--- config.mk ---
export PLATFORM = sky130hd
export DESIGN_NAME = multicycle_alu_controller_flat
export DESIGN_NICKNAME = d
export VERILOG_FILES = /design/src/rtl/mc_ctrl_pkg.sv /design/src/rtl/multicycle_alu_controller_if.sv /design/src/rtl/alu_funct_decoder.sv /design/src/rtl/multicycle_alu_controller.sv /design/src/flat_wrapper.sv
export SDC_FILE = /design/constraint.sdc
export NUM_CORES = 1
export LEC_CHECK = 0
export CORE_ASPECT_RATIO = 0.75
export CORE_MARGIN = 3
export CORE_UTILIZATION = 23
export CTS_BUF_LIST = sky130_fd_sc_hd__clkbuf_16
export DETAILED_ROUTE_END_ITERATION = 8
export MAX_ROUTING_LAYER = met4
export SETUP_SLACK_MARGIN = 0.3
export SLEW_MARGIN = 20
export SYNTH_ARGS = -nofsm -noshare
export SYNTH_HDL_FRONTEND = slang
export SYNTH_HIERARCHICAL = 1
export SYNTH_SLANG_ARGS = --single-unit
--- constraint.sdc ---
create_clock -name clk -period 4.3 [get_ports clk]
set_clock_uncertainty 0.05 [all_clocks]
set_input_delay 0.43 -clock clk [delete_from_list [all_inputs] [get_ports clk]]
set_output_delay 0.43 -clock clk [all_outputs]
set_load 0.05 [all_outputs]
--- src/rtl/mc_ctrl_pkg.sv ---
// rtl/mc_ctrl_pkg.sv - shared types and encodings for the multicycle control FSM
package mc_ctrl_pkg;

    typedef enum logic [3:0] {
        S_FETCH,
        S_DECODE,
        S_MEM_ADDR,
        S_MEM_READ,
        S_MEM_WB,
        S_MEM_WRITE,
        S_R_EXEC,
        S_R_WB,
        S_BRANCH,
        S_JUMP,
        S_ADDI_EXEC,
        S_ADDI_WB
    } state_t;

    typedef enum logic [2:0] {
        ALU_ADD = 3'd0,
        ALU_SUB = 3'd1,
        ALU_AND = 3'd2,
        ALU_OR  = 3'd3,
        ALU_LT  = 3'd4
    } alu_op_t;

    localparam logic [5:0] OP_RTYPE = 6'b000000;
    localparam logic [5:0] OP_LW    = 6'b100011;
    localparam logic [5:0] OP_SW    = 6'b101011;
    localparam logic [5:0] OP_BEQ   = 6'b000100;
    localparam logic [5:0] OP_J     = 6'b000010;
    localparam logic [5:0] OP_ADDI  = 6'b001000;

    localparam logic [5:0] FN_ADD = 6'b100000;
    localparam logic [5:0] FN_SUB = 6'b100010;
    localparam logic [5:0] FN_AND = 6'b100100;
    localparam logic [5:0] FN_OR  = 6'b100101;
    localparam logic [5:0] FN_SLT = 6'b101010;

endpackage

--- src/rtl/multicycle_alu_controller_if.sv ---
// rtl/multicycle_alu_controller_if.sv - IR fields in, datapath controls out
interface multicycle_alu_controller_if;
    logic [5:0] opcode;
    logic [5:0] funct;
    logic       zero;
    logic [2:0] aluControl;
    logic       aluSrcA;
    logic [1:0] aluSrcB;
    logic       iord;
    logic       memRead;
    logic       memWrite;
    logic       irWrite;
    logic       regDst;
    logic       memToReg;
    logic       regWrite;
    logic [1:0] pcSrc;
    logic       pcEn;
    logic       illegal;

    // controller side
    modport master (
        input  opcode, funct, zero,
        output aluControl, aluSrcA, aluSrcB, iord, memRead, memWrite, irWrite,
               regDst, memToReg, regWrite, pcSrc, pcEn, illegal
    );

    // datapath side
    modport slave (
        output opcode, funct, zero,
        input  aluControl, aluSrcA, aluSrcB, iord, memRead, memWrite, irWrite,
               regDst, memToReg, regWrite, pcSrc, pcEn, illegal
    );
endinterface

--- src/rtl/alu_funct_decoder.sv ---
// rtl/alu_funct_decoder.sv - R-type funct field to ALU operation
module alu_funct_decoder
    import mc_ctrl_pkg::*;
(
    input  logic [5:0] funct,
    output alu_op_t    alu_op,
    output logic       illegal_funct
);

    // unknown funct falls back to add so the ALU input is always defined
    always_comb begin
        alu_op        = ALU_ADD;
        illegal_funct = 1'b0;
        case (funct)
            FN_ADD:  alu_op = ALU_ADD;
            FN_SUB:  alu_op = ALU_SUB;
            FN_AND:  alu_op = ALU_AND;
            FN_OR:   alu_op = ALU_OR;
            FN_SLT:  alu_op = ALU_LT;
            default: illegal_funct = 1'b1;
        endcase
    end

endmodule

--- src/rtl/multicycle_alu_controller.sv ---
// rtl/multicycle_alu_controller.sv - multicycle MIPS control FSM with memory hold counter
module multicycle_alu_controller
    import mc_ctrl_pkg::*;
#(
    parameter int unsigned MEM_LAT = 1
) (
    input  logic clk,
    input  logic rst,
    multicycle_alu_controller_if.master bus
);

    state_t     state_q, state_d;
    logic [3:0] wait_q, wait_d;
    logic       wait_last;

    alu_op_t    dec_op;
    logic       dec_illegal;

    alu_op_t    alu_ctl;
    logic       src_a, iord, mem_read, mem_write, ir_write;
    logic       reg_dst, mem_to_reg, reg_write, pc_write, pc_write_cond, illegal;
    logic [1:0] src_b, pc_src;

    alu_funct_decoder u_funct_dec (
        .funct         (bus.funct),
        .alu_op        (dec_op),
        .illegal_funct (dec_illegal)
    );

    assign wait_last = (wait_q == 4'(MEM_LAT - 1));

    // state and memory-hold counter registers
    always_ff @(posedge clk) begin
        if (rst) begin
            state_q <= S_FETCH;
            wait_q  <= 4'd0;
        end else begin
            state_q <= state_d;
            wait_q  <= wait_d;
        end
    end

    // next-state and Moore control decode
    always_comb begin
        state_d       = state_q;
        wait_d        = wait_q;
        alu_ctl       = ALU_ADD;
        src_a         = 1'b0;
        src_b         = 2'd0;
        iord          = 1'b0;
        mem_read      = 1'b0;
        mem_write     = 1'b0;
        ir_write      = 1'b0;
        reg_dst       = 1'b0;
        mem_to_reg    = 1'b0;
        reg_write     = 1'b0;
        pc_src        = 2'd0;
        pc_write      = 1'b0;
        pc_write_cond = 1'b0;
        illegal       = 1'b0;
        case (state_q)
            S_FETCH: begin
                mem_read = 1'b1;
                src_b    = 2'd1;
                if (wait_last) begin
                    ir_write = 1'b1;
                    pc_write = 1'b1;
                    wait_d   = 4'd0;
                    state_d  = S_DECODE;
                end else begin
                    wait_d = wait_q + 4'd1;
                end
            end
            S_DECODE: begin
                src_b = 2'd3;
                case (bus.opcode)
                    OP_RTYPE:     state_d = S_R_EXEC;
                    OP_LW, OP_SW: state_d = S_MEM_ADDR;
                    OP_BEQ:       state_d = S_BRANCH;
                    OP_J:         state_d = S_JUMP;
                    OP_ADDI:      state_d = S_ADDI_EXEC;
                    default: begin
                        illegal = 1'b1;
                        state_d = S_FETCH;
                    end
                endcase
            end
            S_MEM_ADDR: begin
                src_a   = 1'b1;
                src_b   = 2'd2;
                state_d = (bus.opcode == OP_LW) ? S_MEM_READ : S_MEM_WRITE;
            end
            S_MEM_READ: begin
                mem_read = 1'b1;
                iord     = 1'b1;
                if (wait_last) begin
                    wait_d  = 4'd0;
                    state_d = S_MEM_WB;
                end else begin
                    wait_d = wait_q + 4'd1;
                end
            end
            S_MEM_WB: begin
                reg_write  = 1'b1;
                mem_to_reg = 1'b1;
                state_d    = S_FETCH;
            end
            S_MEM_WRITE: begin
                mem_write = 1'b1;
                iord      = 1'b1;
                if (wait_last) begin
                    wait_d  = 4'd0;
                    state_d = S_FETCH;
                end else begin
                    wait_d = wait_q + 4'd1;
                end
            end
            S_R_EXEC: begin
                src_a   = 1'b1;
                alu_ctl = dec_op;
                if (dec_illegal) begin
                    illegal = 1'b1;
                    state_d = S_FETCH;
                end else begin
                    state_d = S_R_WB;
                end
            end
            S_R_WB: begin
                reg_write = 1'b1;
                reg_dst   = 1'b1;
                alu_ctl   = dec_op;
                state_d   = S_FETCH;
            end
            S_BRANCH: begin
                src_a         = 1'b1;
                alu_ctl       = ALU_SUB;
                pc_src        = 2'd1;
                pc_write_cond = 1'b1;
                state_d       = S_FETCH;
            end
            S_JUMP: begin
                pc_src   = 2'd2;
                pc_write = 1'b1;
                state_d  = S_FETCH;
            end
            S_ADDI_EXEC: begin
                src_a   = 1'b1;
                src_b   = 2'd2;
                state_d = S_ADDI_WB;
            end
            S_ADDI_WB: begin
                src_a     = 1'b1;
                src_b     = 2'd2;
                reg_write = 1'b1;
                state_d   = S_FETCH;
            end
            default: state_d = S_FETCH;
        endcase
    end

    // every control is held low while reset is asserted
    assign bus.aluControl = rst ? 3'd0 : alu_ctl;
    assign bus.aluSrcA    = src_a & ~rst;
    assign bus.aluSrcB    = rst ? 2'd0 : src_b;
    assign bus.iord       = iord & ~rst;
    assign bus.memRead    = mem_read & ~rst;
    assign bus.memWrite   = mem_write & ~rst;
    assign bus.irWrite    = ir_write & ~rst;
    assign bus.regDst     = reg_dst & ~rst;
    assign bus.memToReg   = mem_to_reg & ~rst;
    assign bus.regWrite   = reg_write & ~rst;
    assign bus.pcSrc      = rst ? 2'd0 : pc_src;
    assign bus.pcEn       = (pc_write | (pc_write_cond & bus.zero)) & ~rst;
    assign bus.illegal    = illegal & ~rst;

endmodule

--- src/flat_wrapper.sv ---
// flat-port wrapper written by rule: the top's interface ports become plain ports
module multicycle_alu_controller_flat import mc_ctrl_pkg::*;
#(
    parameter int unsigned MEM_LAT = 1
)
  (clk, rst, bus_opcode, bus_funct, bus_zero, bus_aluControl, bus_aluSrcA, bus_aluSrcB, bus_iord, bus_memRead, bus_memWrite, bus_irWrite, bus_regDst, bus_memToReg, bus_regWrite, bus_pcSrc, bus_pcEn, bus_illegal);
  multicycle_alu_controller_if bus_i ();
  input  logic clk;
  input  logic rst;
  input wire logic [$bits(bus_i.opcode)-1:0] bus_opcode;
  input wire logic [$bits(bus_i.funct)-1:0] bus_funct;
  input wire logic [$bits(bus_i.zero)-1:0] bus_zero;
  output wire logic [$bits(bus_i.aluControl)-1:0] bus_aluControl;
  output wire logic [$bits(bus_i.aluSrcA)-1:0] bus_aluSrcA;
  output wire logic [$bits(bus_i.aluSrcB)-1:0] bus_aluSrcB;
  output wire logic [$bits(bus_i.iord)-1:0] bus_iord;
  output wire logic [$bits(bus_i.memRead)-1:0] bus_memRead;
  output wire logic [$bits(bus_i.memWrite)-1:0] bus_memWrite;
  output wire logic [$bits(bus_i.irWrite)-1:0] bus_irWrite;
  output wire logic [$bits(bus_i.regDst)-1:0] bus_regDst;
  output wire logic [$bits(bus_i.memToReg)-1:0] bus_memToReg;
  output wire logic [$bits(bus_i.regWrite)-1:0] bus_regWrite;
  output wire logic [$bits(bus_i.pcSrc)-1:0] bus_pcSrc;
  output wire logic [$bits(bus_i.pcEn)-1:0] bus_pcEn;
  output wire logic [$bits(bus_i.illegal)-1:0] bus_illegal;
  assign bus_i.opcode = bus_opcode;
  assign bus_i.funct = bus_funct;
  assign bus_i.zero = bus_zero;
  assign bus_aluControl = bus_i.aluControl;
  assign bus_aluSrcA = bus_i.aluSrcA;
  assign bus_aluSrcB = bus_i.aluSrcB;
  assign bus_iord = bus_i.iord;
  assign bus_memRead = bus_i.memRead;
  assign bus_memWrite = bus_i.memWrite;
  assign bus_irWrite = bus_i.irWrite;
  assign bus_regDst = bus_i.regDst;
  assign bus_memToReg = bus_i.memToReg;
  assign bus_regWrite = bus_i.regWrite;
  assign bus_pcSrc = bus_i.pcSrc;
  assign bus_pcEn = bus_i.pcEn;
  assign bus_illegal = bus_i.illegal;
  multicycle_alu_controller #(.MEM_LAT(MEM_LAT)) u_core (.clk(clk), .rst(rst), .bus(bus_i));
endmodule
==> key figures, run 1 <==
Run status
  • Status: finished clean

Logic synthesis
  • Mean post-synth cell area: 7.32 sq um
  • Register area share after synthesis: between 10% and 20%
  • EDFF count, synth: 0
  • Netlist cell types: 48
  • Syn Inst Count: 133
  • FFs w/ async S/R, synth: 0%
  • Seq cells post-synth: 8
  • Yosys warnings: 6
  • Synthesized cell area: approximately 970 sq um
  • Top FF cell, synth: dfxtp_1
  • Syn Nets: 150

Timing
  • Least-Margin Pin Slew: 0.759 ns
  • Final hold viol count: 0
  • Fmax: 304 MHz
  • Hold_ws: around 0.46 ns
  • Pins over their slew limit: 0
  • Tmin final: 3.29 ns
  • RSZ-0062 raised after global routing: no
  • Period utilization: between 70% and 80%
  • Slew HR: 49.2%
  • # setup viols final: 0
  • Setup_tns: 0 ns

Power and ir drop
  • Total Power: 0.000325 W
  • Sequential power share: 25.2%
  • Clk pwr share: 48.2%
  • Maximum VDD drop: 0.159 mV
  • P_leak: 0.454 nW
  • Switching Share: 28.6%
  • Power per cell area: 240 mW/mm^2
  • Int Pwr: 0.000232 W
  • Net switching power: 0.0000927 W
  • Share of total power in combinational logic: 26.6%

Clock tree
  • Clk_lat worst skew: about 0.23 ns
  • Clock transition at path regs: about 0.04 ns
  • Clock Path Buffers: 2
  • CTS tree: yes
  • Resized cells post-CTS: 0
  • Hold_buf cts: 0
  • Clock root cell: clkbuf_16
  • Setup bufs post-CTS: 0
  • Cts bufs inserted: 3
  • H-tree level count: 1
  • TritonCTS Sinks: 8

Job
  • Max-cap viol count: 0

Setup path
  • CP dominant cell by count: clkdlybuf4s50_1
  • R2R Path End: u_core/state_q[0]
  • CP top delay family: buffers and inverters
  • CP Capture Type: output pin
  • Worst-path cell chain: clkdlybuf4s50_1, or3_1, nor2_1, a21o_1, clkdlybuf4s50_1
  • Reg-to-reg slack, setup: 2.45 ns
  • CP arrival: 2.81 ns
  • Launch point of the worst reg-to-reg path: u_core/state_q[1]
  • WS Path Type: in -> out
  • Max incr delay on CP: 0.80 ns
  • Worst Path Required: about 3.8 ns
  • Worst-path maximum fanout: 20
  • Worst path bufs/invs: 2
  • Worst r2r path cells: 4
  • CP startpoint kind: input port
  • Critical path's slowest cell: clkdlybuf4s50_1

Global route
  • First-pass GRT wire length: 4450 microns
  • Congestion Overflow GR: 0
  • Largest net degree at the start of global routing: 21
  • Vias in the first global route: 940
  • All-layer global routing usage: 10.9%
  • Initial antenna violation count: 0

Hold path
  • Hold endpoint: u_core/wait_q[0]
  • Worst Hold Class: reg -> reg
  • Hold Crit Depth: 2
  • Min-Delay Startpoint: u_core/wait_q[0]

Finish
  • Final #Nets: 175
  • ANT cells: 0
  • Share of layout cells above drive strength 1: 6.41%
  • Finished Cell Area: 0.00136 sq mm
  • Area growth, synth to finish: 39.2%

Floorplan
  • Die X: 81.1 microns
  • Initial Util: between 20% and 30%
  • Rows: 19
  • I/O pin cnt: 32
  • Die area: slightly above 0.005 sq mm
  • Die Ht: just over 60 microns
  • Core area: 0.00385 sq mm

Drt
  • Routed len/inst: 12.5 microns
  • Vias: ~1,000
  • Total iterations of the first detailed-routing run: 4
  • DRC Markers: 0
  • Detail-routed via count per cell: ~5.0
  • Routed Antenna Nets: 0
  • Final Routed Wirelength: 2600 microns
  • Iter 0 DRT Violations: 34

Place
  • Final GP Congestion: 0.801
  • Port Buffers: 31
  • Dpl hpwl: 1930 microns
  • Placed inst area: 0.00128 sq mm
==> metal layers <==
| layer | vias to the layer above | global-route usage (%) | share of wire [%] |
|---|---|---|---|
| met4 | 0 | 2.53 | 0.65 |
| met3 | 2 | 2.02 | 5.7 |
| met2 | 24 | 14.4 | 40 |
| li1 | 544 | - | - |
| met5 | - | - | 0 |
| met1 | 466 | 16.7 | 53 |
==> cell usage after synthesis (2+ instances only) <==
| cell | n | area share (%) |
|---|---|---|
| clkbuf_1 | 2 | 0.77 |
| or3_1 | 4 | 2.6 |
| nand3_1 | 2 | 1.0 |
| o31a_1 | 2 | 1.8 |
| a21oi_1 | 8 | 4.1 |
| inv_1 | 3 | 1.2 |
| o21ai_0 | 4 | 2.1 |
| nor4_1 | 4 | 2.6 |
| buf_6 | 3 | 3.5 |
| nand2b_1 | 10 | 6.4 |
| a211oi_1 | 4 | 3.1 |
| nor4b_1 | 2 | 1.8 |
| xor2_1 | 2 | 1.8 |
| ha_1 | 2 | 2.6 |
| nor3_1 | 11 | 5.7 |
| nor2_1 | 15 | 5.8 |
| buf_1 | 2 | 0.77 |
| nand2_1 | 6 | 2.3 |
| or4_1 | 2 | 1.5 |
| and3_1 | 3 | 1.9 |
| buf_2 | 4 | 2.1 |
| a211oi_2 | 2 | 2.6 |
| or3b_1 | 2 | 1.8 |
| nor2b_1 | 3 | 1.9 |
| dfxtp_1 | 8 | 16 |
==> how the worst max path moves through the flow <==
stage	startpoint	end	slack, ns	cells after the start
2_1_floorplan	u_core/wait_q[0]	bus_pcEn	1.23	5
3_3_place_gp	rst	bus_aluControl[0]	1.06	5
3_5_place_dp	rst	bus_aluControl[0]	0.99	5
4_1_cts	rst	bus_aluControl[0]	0.98	5
5_1_grt	rst	bus_aluControl[0]	0.85	5
6_report	rst	bus_aluControl[0]	1.01	5
==> cell usage in the layout, fill, tap and decap left out, types with 2 or more instances in the layout <==
cell | netlist | final
clkbuf_16 | 0 | 3
a21oi_1 | 8 | 8
nor4b_1 | 2 | 2
nand2b_1 | 10 | 10
a211oi_1 | 4 | 4
dfxtp_1 | 8 | 8
a211oi_2 | 2 | 2
and3_1 | 3 | 3
nor2b_1 | 3 | 3
nor3_1 | 11 | 11
xor2_1 | 2 | 2
nand2_1 | 6 | 6
o21ai_0 | 4 | 4
ha_1 | 2 | 2
or4_1 | 2 | 2
nor4_1 | 4 | 4
or3b_1 | 2 | 2
nor2_1 | 15 | 15
or3_1 | 4 | 4
inv_1 | 3 | 3
clkdlybuf4s50_1 | 0 | 31
nand3_1 | 2 | 2
o31a_1 | 2 | 2
==> worst min-delay path: stages, from the launching register on <==
cell,delay [ns]
dfxtp_1,0.34
nand2_1,0.07
a21oi_1,0.06
==> stage by stage <==
stage | setup WS [ns] | instances | utilization (%)
after floorplan | 1.23 | 133 | -
after global placement | 1.06 | 205 | 33.2
after detailed placement | 0.986 | 205 | 33.2
after CTS | 0.979 | 208 | 35.2
after global routing | 0.850 | 208 | 35.2
final | 1.01 | 208 | 35.2
==> power by group through the flow <==
stage          clock network, W   logic, W  registers (W)
2_1_floorplan                 0  0.0000578      0.0000784
3_3_place_gp                  0  0.0000857      0.0000831
3_5_place_dp                  0  0.0000863      0.0000829
4_1_cts                0.000161  0.0000866      0.0000819
5_1_grt                0.000166  0.0000926      0.0000827
6_report               0.000156  0.0000863      0.0000818
==> state kept, by name, indices dropped and copies added (netlist names) <==
register	flops
u_core/state_q	4
u_core/wait_q	4
==> cells by family after synthesis <==
logic type / after synthesis / share of synthesized area [%]
AOI/OAI and AO/OA: 32 / 24.4
xor gates and xnor gates: 3 / 2.70
adders and majority gates: 2 / 2.57
buffers and inverters: 15 / 8.61
DFF: 8 / 16.5
muxes: 2 / 2.19
and+or+nand+nor: 71 / 43.1
==> final cells by class <==
cell class              instances  area [sq um]
clock buffers                   3          75.1
repair buffers                 31           310
flip-flops and latches          8           160
fillers                       415          2500
inverters                       4          15.0
well taps                      52          65.1
multi-input cells             110           729
(Power assumes the default switching activity.)
==> run 2, diff against run 1 <==
clock period = 2.8 ns   (was 4.3 ns; I/O delays follow)
==> run 2 against run 1 <==
  * Worst setup slack worse by 0.59 ns
  * Global-route usage is 0.81 points higher
  * Core utilization rose by 2.6 points
  * Register-to-register slack got worse by 1.4 ns
  * Cell count grew 2.9%
  * Total power grew 56%
  * Flip-flop and latch count is the same
  * Non-clock buffer count increased by 6
  * Critical path type unchanged
  * Critical endpoint is now bus_illegal
  * Combinational power increased by 68%
==> key figures, run 2 (synthesis gave the netlist of run 1 again) <==
Run status
  • Status: finished clean

Setup path
  • CP Capture Type: output pin
  • CP arrival: 2.05 ns
  • Worst-path maximum fanout: 7
  • CP startpoint kind: input port
  • WS Path Type: in -> out
  • Worst Path Required: 2.47 ns

Finish
  • Area growth, synth to finish: 49.4%
  • Finished Layout Cells: ~210
  • Most frequent cells in the layout: clkdlybuf4s50_1 (15), buf_4 (15), nor2_1 (15)
  • Share of layout cells above drive strength 1: 21.0%
  • Final #Nets: 181
  • Finished Cell Area: 0.00145 sq mm
  • Top flop regs: u_core/state_q (4), u_core/wait_q (4)
  • ANT cells: 0

Place
  • Final GP Congestion: 0.827
  • Port Buffers: 31
  • Dpl hpwl: 2190 microns
  • Placed inst area: roughly 0.0014 sq mm
  • Cells after DPL: between 200 and 250

Global route
  • All-layer global routing usage: between 10% and 20%
  • Largest net degree at the start of global routing: 18
  • Vias in the first global route: 1,033
  • Initial antenna violation count: 0
  • Congestion Overflow GR: 0
  • First-pass GRT wire length: 4660 microns

Power and ir drop
  • Share of total power in combinational logic: 28.5%
  • Maximum VDD drop: 0.182 mV
  • Sequential power share: 24.5%
  • Int Pwr: 0.000362 W
  • P_leak: 0.550 nW
  • Net switching power: roughly 0.00014 W
  • Switching Share: 28.5%
  • Total Power: 0.000507 W
  • Clk pwr share: 47.0%
  • Power per cell area: roughly 350 mW/mm^2

Clock tree
  • H-tree level count: 1
  • TritonCTS Sinks: 8
  • Clk_lat worst skew: 0.23 ns
  • Setup bufs post-CTS: 0
  • Clock Path Buffers: 2
  • CTS tree: yes
  • Cts bufs inserted: 3
  • Hold_buf cts: 0
  • Clock transition at path regs: 0.03 ns
  • Clock root cell: clkbuf_16

Floorplan
  • Rows: 19
  • Core area: 0.00385 sq mm
  • Die area: 0.00506 sq mm
  • I/O pin cnt: 32
  • Initial Util: 25.3%
  • Die X: 81.1 microns
  • Die Ht: between 60 and 70 microns

Drt
  • Detail-routed via count per cell: around 5.1
  • Routed Antenna Nets: 0
  • Total iterations of the first detailed-routing run: 4
  • DRC Markers: 0
  • Final Routed Wirelength: 2800 microns
  • Vias: 1,098
  • Iter 0 DRT Violations: 66
  • Routed len/inst: 13.1 microns

Timing
  • Pins over their slew limit: 0
  • # setup viols final: 0
  • Hold_ws: 0.468 ns
  • Least-Margin Pin Slew: approximately 0.51 ns
  • Period utilization: a little under nine tenths
  • Tmin final: 2.38 ns
  • Final hold viol count: 0
  • Setup_tns: 0 ns
  • Slew HR: 66.1%
  • RSZ-0062 raised after global routing: no
  • Fmax: 420 MHz

Hold path
  • Worst Hold Class: reg -> reg

Job
  • Max-cap viol count: 0
## run 2: cell count changes in the layout (fill, tap and decap cells not counted), sizes merged
cell           delta
buf              +21
clkdlybuf4s50    -16
dlymetal6s2s      +1
## run 2: through the flow
stage	setup WS (ns)	utilization [%]
after detailed placement	0.439	35.7
final	0.418	37.8
after floorplan	0.464	-
after global placement	0.499	35.7
after global routing	0.338	37.8
after CTS	0.370	37.7
## run 2: cell type report
class	count	area (sq um)
Clock buffer	3	75.1
Timing Repair Buffer	37	395
Multi-Input combinational cell	110	742
Tap cell	52	65.1
Sequential cell	8	161
Fill cell	393	2400
Inverter	4	15.0
## run 2: worst paths after layout
kind                startpoint          endpoint  slack (ns)  depth (start not counted)
max              bus_opcode[1]       bus_illegal        0.42                          6
min           u_core/wait_q[0]  u_core/wait_q[0]        0.47                          2
min reg2reg   u_core/wait_q[0]  u_core/wait_q[0]        0.47                          2
max reg2reg  u_core/state_q[1]  u_core/wait_q[2]        1.10                          5
## run 2: timing repair
item,CTS,global route
resized for setup,0,2
hold endpoints to repair,0,0
endpoints found under the setup margin,0,2
## run 2: critical path, stage by stage
cell,delay (ns)
clkdlybuf4s50_1,0.49
or4_1,0.57
a211oi_1,0.24
nor4_1,0.07
a32o_1,0.21
buf_4,0.18
## run 2: routing by layer
layer | vias to the layer above | routed length, microns | GRT usage (%)
met5 | - | 0 | -
met4 | 0 | 34 | 6.12
met3 | 4 | 112 | 1.16
met2 | 23 | 1320 | 18.5
met1 | 518 | 1340 | 14.6
li1 | 553 | - | -
## run 2: power groups by stage
stage | clock network, W | registers, W | logic [W]
after CTS | 0.000246 | 0.000124 | 0.000145
after floorplan | 0 | 0.000120 | 0.0000908
after global placement | 0 | 0.000126 | 0.000141
after detailed placement | 0 | 0.000126 | 0.000144
after global routing | 0.000254 | 0.000125 | 0.000154
final | 0.000238 | 0.000124 | 0.000145
==> run 3, diff against run 2 <==
GPL_ROUTABILITY_DRIVEN = 0   (was default)
==> results of run 3 <==
No change in the layout: final DEF, timing and power equal those of run 2.
==> variant: new RTL, flow settings as in run 1 <==
The 12 states of `state_t` get a one-hot encoding in 12 bits.
--- a/src/rtl/mc_ctrl_pkg.sv
+++ b/src/rtl/mc_ctrl_pkg.sv
@@ -3,15 +3,15 @@
 
-    typedef enum logic [3:0] {
-        S_FETCH,
-        S_DECODE,
-        S_MEM_ADDR,
-        S_MEM_READ,
-        S_MEM_WB,
-        S_MEM_WRITE,
-        S_R_EXEC,
-        S_R_WB,
-        S_BRANCH,
-        S_JUMP,
-        S_ADDI_EXEC,
-        S_ADDI_WB
+    typedef enum logic [11:0] {
+        S_FETCH     = 12'b000000000001,
+        S_DECODE    = 12'b000000000010,
+        S_MEM_ADDR  = 12'b000000000100,
+        S_MEM_READ  = 12'b000000001000,
+        S_MEM_WB    = 12'b000000010000,
+        S_MEM_WRITE = 12'b000000100000,
+        S_R_EXEC    = 12'b000001000000,
+        S_R_WB      = 12'b000010000000,
+        S_BRANCH    = 12'b000100000000,
+        S_JUMP      = 12'b001000000000,
+        S_ADDI_EXEC = 12'b010000000000,
+        S_ADDI_WB   = 12'b100000000000
     } state_t;
Formal check against the unedited RTL: no difference found for any inputs over 10 cycles, from zero or initial values and one cycle with rst high; not proved beyond that.
==> variant against run 1 <==
  * Routed wire length grew 24%
  * Critical endpoint is now bus_aluControl[1]
  * Count of clock-buffer cells in the layout unchanged
  * Hold slack improved by 0.0082 ns
  * Total power increased by 43%
  * Sequential cell count increased by 8
  * Highest routed layer unchanged
  * Sequential share of layout area increased by 7.1 points
  * Area after synthesis up 29%
  * First-iteration DRC count grew to 3.9 times the old value
  * Non-clock buffer count up 2
  * Combinational power rose by 45%
  * Register-to-register slack worse by 0.39 ns
  * Fmax decreased by 8.6%
  * Worst setup slack got worse by 0.31 ns
  * Cell area increased by 25%
==> variant: results (changes against run 1) <==
All-Layer GR Usage=0.107 (-0.00232); initial antenna violation count=0 (unchanged); cells after synthesis=163 (+23%); first-pass GRT wire length=5530 µm (+24%); biggest regs=u_core/state_q: 12 flops, u_core/wait_q: 4 flops; VDD IR max=133 µV (-16%); Pre-Repair DR Iteration Count=4 (unchanged); final wirelength=3220 µm (+24%); DP Area=1610 µm² (+26%); worst r2r src=u_core/state_q[11]; GP Congestion=0.832 (+3.8%); Worst Path Arrival=3.12 ns (+0.31 ns); synth unique cells=49 (+2.1%); maximum fanout along the worst path=12 (-40%); register area share after synthesis=0.255 (+0.0902); placed insts=258 (+26%); number of global-route vias before repair=1159 (+23%); Async SR Flop Fraction=0 (unchanged); Resize count post-CTS=0 (unchanged); Worst-Skew Late Latency=0.24 ns; Min-Delay Path Class=reg2reg; dominant cells by area after synthesis=dfxtp_1, nor2_1, xor2_1; Leakage=0.617 nW (+36%); DR WL/cell=12.3 µm (-1.2%); filler cell count=532 (+28%); IO buf count=31 (unchanged); Mapped Nets=180 (+20%); critical path startpoint=u_core/state_q[1]; hold path start=u_core/wait_q[0]; post-route ant nets=0 (unchanged); total CTS buffers=3 (unchanged); outcome=finished clean; hold_ws=0.470 ns (+0.00815 ns); placed wire-length estimate=2520 µm (+31%); reg2reg setup slack=2.06 ns (-0.39 ns); final net count=208 (+19%); vias per std cell=4.74 (-4.8%); Worst-Margin Slew=0.752 ns (-0.00700 ns); largest net degree at the start of global routing=13 (-38%); Iter 0 DRT Violations=131 (+290%); synth cell count leaders=nor2_1, dfxtp_1, nand2_1; share of cells above drive strength 1=0.0794 (+0.0153); Max clock buf depth=2 (unchanged); buffer count from post-CTS setup fixing=0 (unchanged)
[variant: where the power goes]
part	internal, W	switching, W	total, W
logic	0.0000539	0.0000710	0.000125
registers	0.000152	0.0000125	0.000165
clock network	0.000122	0.0000543	0.000176
[variant: logic make-up after synthesis]
family / after synthesis / share of synthesized area
xor+xnor: 10 / 0.0697
buf+inv: 14 / 0.0587
simple gates: 95 / 0.439
fa+ha+maj: 3 / 0.0279
flops: 16 / 0.255
compound gates: 22 / 0.125
mux: 3 / 0.0249
[variant: final timing paths]
kind / cells after the start / end
worst max-delay path: 6 / bus_aluControl[1]
worst min-delay path: 2 / u_core/wait_q[0]
worst max register to register: 6 / u_core/state_q[5]
worst min register to register: 2 / u_core/wait_q[0]
[variant: final cells by class]
| cell class | count | area share |
|---|---|---|
| multi-input cells | 133 | 0.511 |
| repair buffers | 33 | 0.193 |
| flip-flops and latches | 16 | 0.190 |
| well taps | 72 | 0.0533 |
| clock buffers | 3 | 0.0444 |
| inverters | 4 | 0.00889 |
[variant: routing by layer]
metal,GRT usage,vias up,wire length [µm],part of all wire
met5,-,-,0,0
met4,0.0251,0,27,0.0084
met3,0.0291,2,149,0.046
met2,0.147,29,1310,0.41
met1,0.153,565,1730,0.54
li1,-,642,-,-
[variant: metrics by stage]
stage | utilization | worst slack, ns
finish | 0.332 | 0.700
global route | 0.332 | 0.557
CTS | 0.332 | 0.756
detailed placement | 0.317 | 0.810
global placement | 0.317 | 0.844
floorplan | - | 0.475
[variant: critical path: stages, from the launching register on]
cell             delay [ns]
dfxtp_1                0.45
nor4_2                 0.59
nand2_1                0.21
or3_2                  0.49
a21oi_1                0.19
and2_1                 0.15
clkdlybuf4s50_1        0.79
